File: src/rtl/robo_if.sv
// Sensor and command bundle between the robo controller and its environment model.
interface robo_if;
  logic       head;
  logic       left;
  logic       under;
  logic       barrier;
  logic       avancar;
  logic       girar;
  logic       remover;
  logic [2:0] dbg_state;

  // No handshake: sensors are level signals sampled every rising edge,
  // commands are one-cycle registered pulses the plant acts on before the next edge.
  modport slave (
    input  head, left, under, barrier,
    output avancar, girar, remover, dbg_state
  );

  modport master (
    output head, left, under, barrier,
    input  avancar, girar, remover, dbg_state
  );
endinterface

File: src/rtl/robo.sv
// Left-hand wall-following maze controller with registered one-hot motion commands.
// Define ROBO_REMOVE_EN to enable debris removal (REMOVE state and remover output).
module robo (
  input  logic  clock,
  input  logic  reset,
  robo_if.slave bus
);

`ifdef ROBO_REMOVE_EN
  typedef enum logic [2:0] {SEEK, FOLLOW, FWD, RIGHT, REMOVE, DONE} state_t;
`else
  typedef enum logic [2:0] {SEEK, FOLLOW, FWD, RIGHT, DONE} state_t;
`endif

  typedef struct packed {
    logic       adv;
    logic       gir;
    logic       rem;
    state_t     nxt;
    logic [1:0] cnt;
  } decision_t;

  state_t     state;
  logic [1:0] count;
  logic       departed;
  logic       cmd_adv;
  logic       cmd_gir;
  logic       cmd_rem;
  logic       blocked;
  logic       debris;
  decision_t  dec;

  // Without removal, debris is just another wall.
`ifdef ROBO_REMOVE_EN
  assign blocked = bus.head;
  assign debris  = !bus.head && bus.barrier;
`else
  assign blocked = bus.head || bus.barrier;
  assign debris  = 1'b0;
`endif

  function automatic decision_t follow_rule(input logic l, input logic blk, input logic deb);
    decision_t d;
    d     = '0;
    d.nxt = FOLLOW;
    if (!l) begin
      d.gir = 1'b1;
      d.nxt = FWD;
    end else if (blk) begin
      d.gir = 1'b1;
      d.nxt = RIGHT;
      d.cnt = 2'd1;
    end else if (deb) begin
`ifdef ROBO_REMOVE_EN
      d.rem = 1'b1;
      d.nxt = REMOVE;
`endif
    end else begin
      d.adv = 1'b1;
    end
    return d;
  endfunction

  always_comb begin
    dec     = '0;
    dec.nxt = state;
    if (state != DONE && bus.under && departed) begin
      dec.nxt = DONE;
    end else begin
      case (state)
        SEEK: begin
          if (bus.left) begin
            dec = follow_rule(bus.left, blocked, debris);
          end else if (blocked) begin
            dec.gir = 1'b1;
            dec.nxt = RIGHT;
            dec.cnt = 2'd1;
          end else if (debris) begin
`ifdef ROBO_REMOVE_EN
            dec.nxt = REMOVE;
`endif
          end else begin
            dec.adv = 1'b1;
          end
        end
        FOLLOW: dec = follow_rule(bus.left, blocked, debris);
        FWD: begin
          // Left sensor ignored on an open cell so the robot does not spin in place.
          if (blocked) begin
            dec = follow_rule(bus.left, blocked, debris);
          end else if (debris) begin
`ifdef ROBO_REMOVE_EN
            dec.rem = 1'b1;
            dec.nxt = REMOVE;
`endif
          end else begin
            dec.adv = 1'b1;
            dec.nxt = FOLLOW;
          end
        end
        RIGHT: begin
          dec.gir = 1'b1;
          if (count == 2'd2) begin
            dec.nxt = FOLLOW;
          end else begin
            dec.cnt = count + 2'd1;
          end
        end
`ifdef ROBO_REMOVE_EN
        REMOVE: begin
          if (bus.head) begin
            dec.nxt = FOLLOW;
          end else if (bus.barrier) begin
            dec.rem = 1'b1;
          end else begin
            dec.adv = 1'b1;
            dec.nxt = FOLLOW;
          end
        end
`endif
        DONE:    dec.nxt = DONE;
        default: dec.nxt = SEEK;
      endcase
    end
  end

  always_ff @(posedge clock or posedge reset) begin
    if (reset) begin
      state    <= SEEK;
      count    <= 2'd0;
      departed <= 1'b0;
      cmd_adv  <= 1'b0;
      cmd_gir  <= 1'b0;
      cmd_rem  <= 1'b0;
    end else begin
      state    <= dec.nxt;
      count    <= dec.cnt;
      departed <= departed || dec.adv;
      cmd_adv  <= dec.adv;
      cmd_gir  <= dec.gir;
      cmd_rem  <= dec.rem;
    end
  end

  assign bus.avancar   = cmd_adv;
  assign bus.girar     = cmd_gir;
  assign bus.remover   = cmd_rem;
  assign bus.dbg_state = state;

endmodule

File: src/flat_wrapper.sv
// flat-port wrapper written by rule: the top's interface ports become plain ports
module robo_flat 
  (clock, reset, bus_head, bus_left, bus_under, bus_barrier, bus_avancar, bus_girar, bus_remover, bus_dbg_state);
  robo_if bus_i ();
  input  logic clock;
  input  logic reset;
  input wire logic [$bits(bus_i.head)-1:0] bus_head;
  input wire logic [$bits(bus_i.left)-1:0] bus_left;
  input wire logic [$bits(bus_i.under)-1:0] bus_under;
  input wire logic [$bits(bus_i.barrier)-1:0] bus_barrier;
  output wire logic [$bits(bus_i.avancar)-1:0] bus_avancar;
  output wire logic [$bits(bus_i.girar)-1:0] bus_girar;
  output wire logic [$bits(bus_i.remover)-1:0] bus_remover;
  output wire logic [$bits(bus_i.dbg_state)-1:0] bus_dbg_state;
  assign bus_i.head = bus_head;
  assign bus_i.left = bus_left;
  assign bus_i.under = bus_under;
  assign bus_i.barrier = bus_barrier;
  assign bus_avancar = bus_i.avancar;
  assign bus_girar = bus_i.girar;
  assign bus_remover = bus_i.remover;
  assign bus_dbg_state = bus_i.dbg_state;
  robo u_core (.clock(clock), .reset(reset), .bus(bus_i));
endmodule
File: config.mk
export PLATFORM = sky130hd
export DESIGN_NAME = robo_flat
export DESIGN_NICKNAME = d
export VERILOG_FILES = /design/src/rtl/robo_if.sv /design/src/rtl/robo.sv /design/src/flat_wrapper.sv
export SDC_FILE = /design/constraint.sdc
export NUM_CORES = 1
export LEC_CHECK = 0
export CELL_PAD_IN_SITES_DETAIL_PLACEMENT = 0
export CELL_PAD_IN_SITES_GLOBAL_PLACEMENT = 1
export CORE_AREA = 2 2 39 41
export DETAILED_ROUTE_END_ITERATION = 8
export DIE_AREA = 0 0 41 43
export GPL_TIMING_DRIVEN = 0
export HOLD_SLACK_MARGIN = 0.08
export PLACE_DENSITY = 0.71
export RECOVER_POWER = 25
export SLEW_MARGIN = 20
export SYNTH_ARGS = -nofsm -noshare
export SYNTH_HDL_FRONTEND = slang
export SYNTH_SLANG_ARGS = --single-unit
File: constraint.sdc
create_clock -name clock -period 1.15 [get_ports clock]
set_input_delay 0.1725 -clock clock [delete_from_list [all_inputs] [get_ports clock]]
set_output_delay 0.1725 -clock clock [all_outputs]
set_load 0.005 [all_outputs]
# After elaboration in Yosys (flattened, before gate mapping)
# Index checks and enable logic that the tools add are counted.
totals:
  reg_bits: 9
  output_inout_bits: 6
op_classes:
  add_sub_neg: 1
  n_eq_ne: 8
  mux: 24
  reduce_logical: 7
op_table:
  columns: ["cell", "n"]
  rows:
  - ["3-bit one-hot mux with 5 select lines", 1]
  - ["2-bit 2-to-1 mux", 6]
  - ["5-bit 2-to-1 mux", 2]
  - ["3-bit 2-to-1 mux", 3]
  - ["1-bit 2-to-1 mux", 8]
  - ["2-bit one-hot mux with 4 select lines", 1]
  - ["3-bit by 2-bit equality test with 1-bit output, second input constant", 2]
  - ["4-bit 2-to-1 mux", 1]
  - ["4-bit by 2-bit inequality test with 1-bit output, second input constant", 1]
  - ["1-bit one-hot mux with 4 select lines", 1]
  - ["3-bit by 1-bit equality test with 1-bit output, second input constant", 1]
  - ["3-bit equality test, second input constant", 1]
  - ["3-bit zero test", 1]
  - ["3-bit by 1-bit inequality test with 1-bit output, second input constant", 1]
  - ["3-bit inequality test, second input constant", 1]
  - ["2-bit by 1-bit adder with 2-bit output, second input constant", 1]
  - ["2-bit equality test, second input constant", 1]
  - ["1-bit logical AND", 2]
  - ["1-bit logical OR", 2]
  - ["1-bit one-hot mux with 2 select lines", 1]
  - ["2-bit AND reduction", 1]
  - ["2-bit OR reduction", 1]

# Logic depth before layout (Yosys ltp)
logic_depth:
  word_depth: 6
  mapped_depth: 3
  ltp_nobuf: 3

# Worst setup path after synthesis
# OpenSTA, ideal clock, no wires.
synth_timing:
  path_kind: "register to register"
  startpoint: "register u_core.state[1] (netlist: u_core.bus.dbg_state[1])"
  endpoint: "register u_core.count[0]"
  setup_time_ps: 124
  arrival_time_ps: 879
  path_slack_ps: 147
  path_stages_with_launch: 4
  n_path_buf: 0
  synth_period_minus_slack_ps: 1003
  cell_sequence: "dfrtp_1 -> nand2_1 -> nor3_2 -> o31a_1"
synth_rtl:
  columns: ["item", "line_no", "text"]
  rows:
  - ["start, declared", "robo.sv:23", "state_t state;"]
  - ["start signal, assigned", "robo.sv:136", "state <= dec.nxt;"]
  - ["end signal, assigned", "robo.sv:137", "count <= dec.cnt;"]
  - ["end, declared", "robo.sv:24", "logic [1:0] count;"]

==> metrics.txt <==
area share of the largest cell type after synthesis=0.5263; H-tree levels=1; Setup Skew=approximately 0.0012 ns; Hold Fails Final Rpt=0; Layout Nets=58; die height=43 um; reg2reg start=u_core.bus.dbg_state[0]; layout overhead on the synthesized area=43.09%; Final WS setup=0.07345 ns; commonest non-fill, non-tap cell in the layout=dfrtp_1; diode count=0; CP Data Arrival Time=approximately 1.2 ns; CP Capture Type=register; Worst-Skew Late Latency=~0.24 ns; CP Max Fanout=5; via count=297; Cell Area, Synth=380.4 sq um; initial DRC count=0; Gate power share=0.341; CP Launch Type=register; Netlist cell types=21; Worst VDD drop=slightly below 500 uV; Hold Crit Class=in2async; vias in the first global route=about 270; max-slew violation count=0; syn_nets=40; min cycle time layout=about 1.1 ns; Num Clock Sinks=8; crit path cell chain=buf_4 -> nand2_2 -> nor3_2 -> o31a_1; switch share=0.2910; Crit-path slowest cell=dfrtp_2; CP Buf/Inv Count=1; I/O Buffers=10; Net Switching=0.2596 mW; pin count of the biggest net entering global routing=9; Via density=4.500; most frequent cells in the layout=dfrtp_1 (6), dlygate4sd2_1 (5), buf_4 (4), clkdlybuf4s50_1 (4); simple-gate share of the synthesized area=0.2072; top-level port count=12; Max Root-Sink Buffers=2; max cap viols=0; Post-CTS Hold Fix Bufs=0; worst setup slack after placement=-0.1265 ns; global route total overflow=0; Lkg Pwr=0.2445 nW; top cells by area, synth=dfrtp_1 (53%), nor3_2 (5.3%), o31a_1 (4.6%); Fillers=148; critical path required time=1.28 ns; final-report setup violation count=0; die area=1763 sq um; status=complete, no violations; core box area=1384 sq um; Routed Antenna Nets=0; Layout Utilization=0.3933; final WL=642 um; dominant cell type by area after synthesis=dfrtp_1; layout cells sized above 1=0.3400; FMAX=928.9 MHz; delay-heaviest family, CP=flip-flops; Final HPWL DP=508.5 um; mean post-synth cell area=around 11 sq um; post-synthesis compound-gate area fraction=0.1974; antenna violations before repair=0; Int Pwr=0.6323 mW; routability cong.=0.7075; Design Power=between 0.8 and 0.9 mW; Synth Area in Adders=0; Synth Register Bits=8; Worst-path clk slew=~0.050 ns; Root Driver=clkbuf_4; site row count=14; cell area after placement=around 500 sq um; Starting Density=0.2749; DR WL/cell=9.727 um; multiplexer area fraction after synthesis=0; Clock power frac=0.229; XOR/XNOR Fraction of Synth Area=0; Seq/Total Area, Yosys=0.5263; fin crit share=0.9361; TritonCTS clock tree=done; # DRC=0; CTS buffer count=3; largest family of logic cells by synthesized area=simple AND/OR/NAND/NOR gates; Final TNS setup=0 ns; global-route wire length before repair=between 1000 and 1500 um; drt first pass iters=1; Synth warnings=0; RSZ-0062 raised after global routing=false; design area=544.3 sq um; power per cell area=1639 nW/um^2; Post-Synthesis Cells=34; Largest stage delay, worst path=0.39 ns; Seq pwr share=0.429; Die W=41 um; Total GRT Usage=0.1021; Critical Path Start=u_core.bus.dbg_state[0]; Crit Path Category=reg2reg
==> flip-flops by register name (all words and copies together), names as in the netlist <==
register,flops
u_core.bus.avancar,1
u_core.bus.dbg_state,3
u_core.bus.girar,1
u_core.count,2
u_core.departed,1
==> per-layer routing <==
| layer | GRT usage | wire, um | vias to the layer above |
|---|---|---|---|
| li1 | - | - | 154 |
| met1 | 0.1151 | 293 | 132 |
| met2 | 0.1313 | 296 | 9 |
| met3 | 0.04712 | 33 | 2 |
| met4 | 0.1000 | 19 | 0 |
| met5 | 0 | 0 | - |
==> worst register-to-register path, cell delays in order, from the launching register on <==
cell and delay [ns]:
dfrtp_2 0.39, buf_4 0.15, nand2_2 0.10, nor3_2 0.05
o31a_1 0.27
==> power groups by stage <==
stage                     logic [mW]  clock network [mW]  registers [mW]
after global placement         0.249                   0           0.421
after global routing           0.344               0.244           0.394
after floorplan                0.122                   0           0.414
final                          0.305               0.205           0.383
after CTS                      0.306               0.219           0.383
after detailed placement       0.250                   0           0.420
==> what timing repair did <==
item                       4_1_cts  5_1_grt
pin swaps                        0        0
resized for setup                7        1
buffers inserted                 3        0
setup endpoints to repair        5        1
==> layout make-up <==
class | count | area, sq um | share of cell area
multi-input combinational | 21 | 160.2 | 0.2943
sequential | 8 | 202.7 | 0.3724
tap | 16 | 20.02 | 0.03678
buffer | 1 | 7.507 | 0.01379
inverter | 4 | 15.01 | 0.02759
clock buffer | 3 | 22.52 | 0.04138
timing repair buffer | 13 | 116.4 | 0.2138
==> final timing paths <==
check	end	slack, ns	cells past startpoint
min in group clock	u_core.count[1]	0.49	1
worst min-delay path	u_core.bus.girar	0.30	2
max in group asynchronous	u_core.bus.dbg_state[1]	0.60	2
worst max register to register	u_core.count[0]	0.07	4
worst min register to register	u_core.count[1]	0.49	1
worst max-delay path	u_core.count[0]	0.07	4
==> cell families (layout without fill, tap and decap cells) <==
family	Yosys count	after routing
and+or+nand+nor	10	10
buffers and inverters	5	21
DFF	8	8
AOI/OAI and AO/OA	10	10
other	1	1
==> Yosys cell counts <==
cell / count
nor3b_2: 1
inv_1: 3
a21oi_1: 1
dfrtp_1: 8
o21a_1: 2
conb_1: 1
nor2b_2: 1
a211oi_1: 1
nor2_2: 1
buf_4: 1
a32o_1: 1
o21ai_1: 1
nand2_1: 1
nor3_2: 2
nor4b_2: 1
nor2_1: 2
o21bai_1: 1
nor3_1: 1
a21o_1: 1
inv_2: 1
o31a_1: 2
==> stage by stage <==
stage / instances / hold slack, ns
3_5_place_dp: 60 / 0.4399
6_report: 66 / 0.3024
2_1_floorplan: 34 / -0.01184
3_3_place_gp: 60 / 0.4396
4_1_cts: 66 / 0.1688
5_1_grt: 66 / 0.3238
No activity file was read; power rests on OpenSTA's default activity.
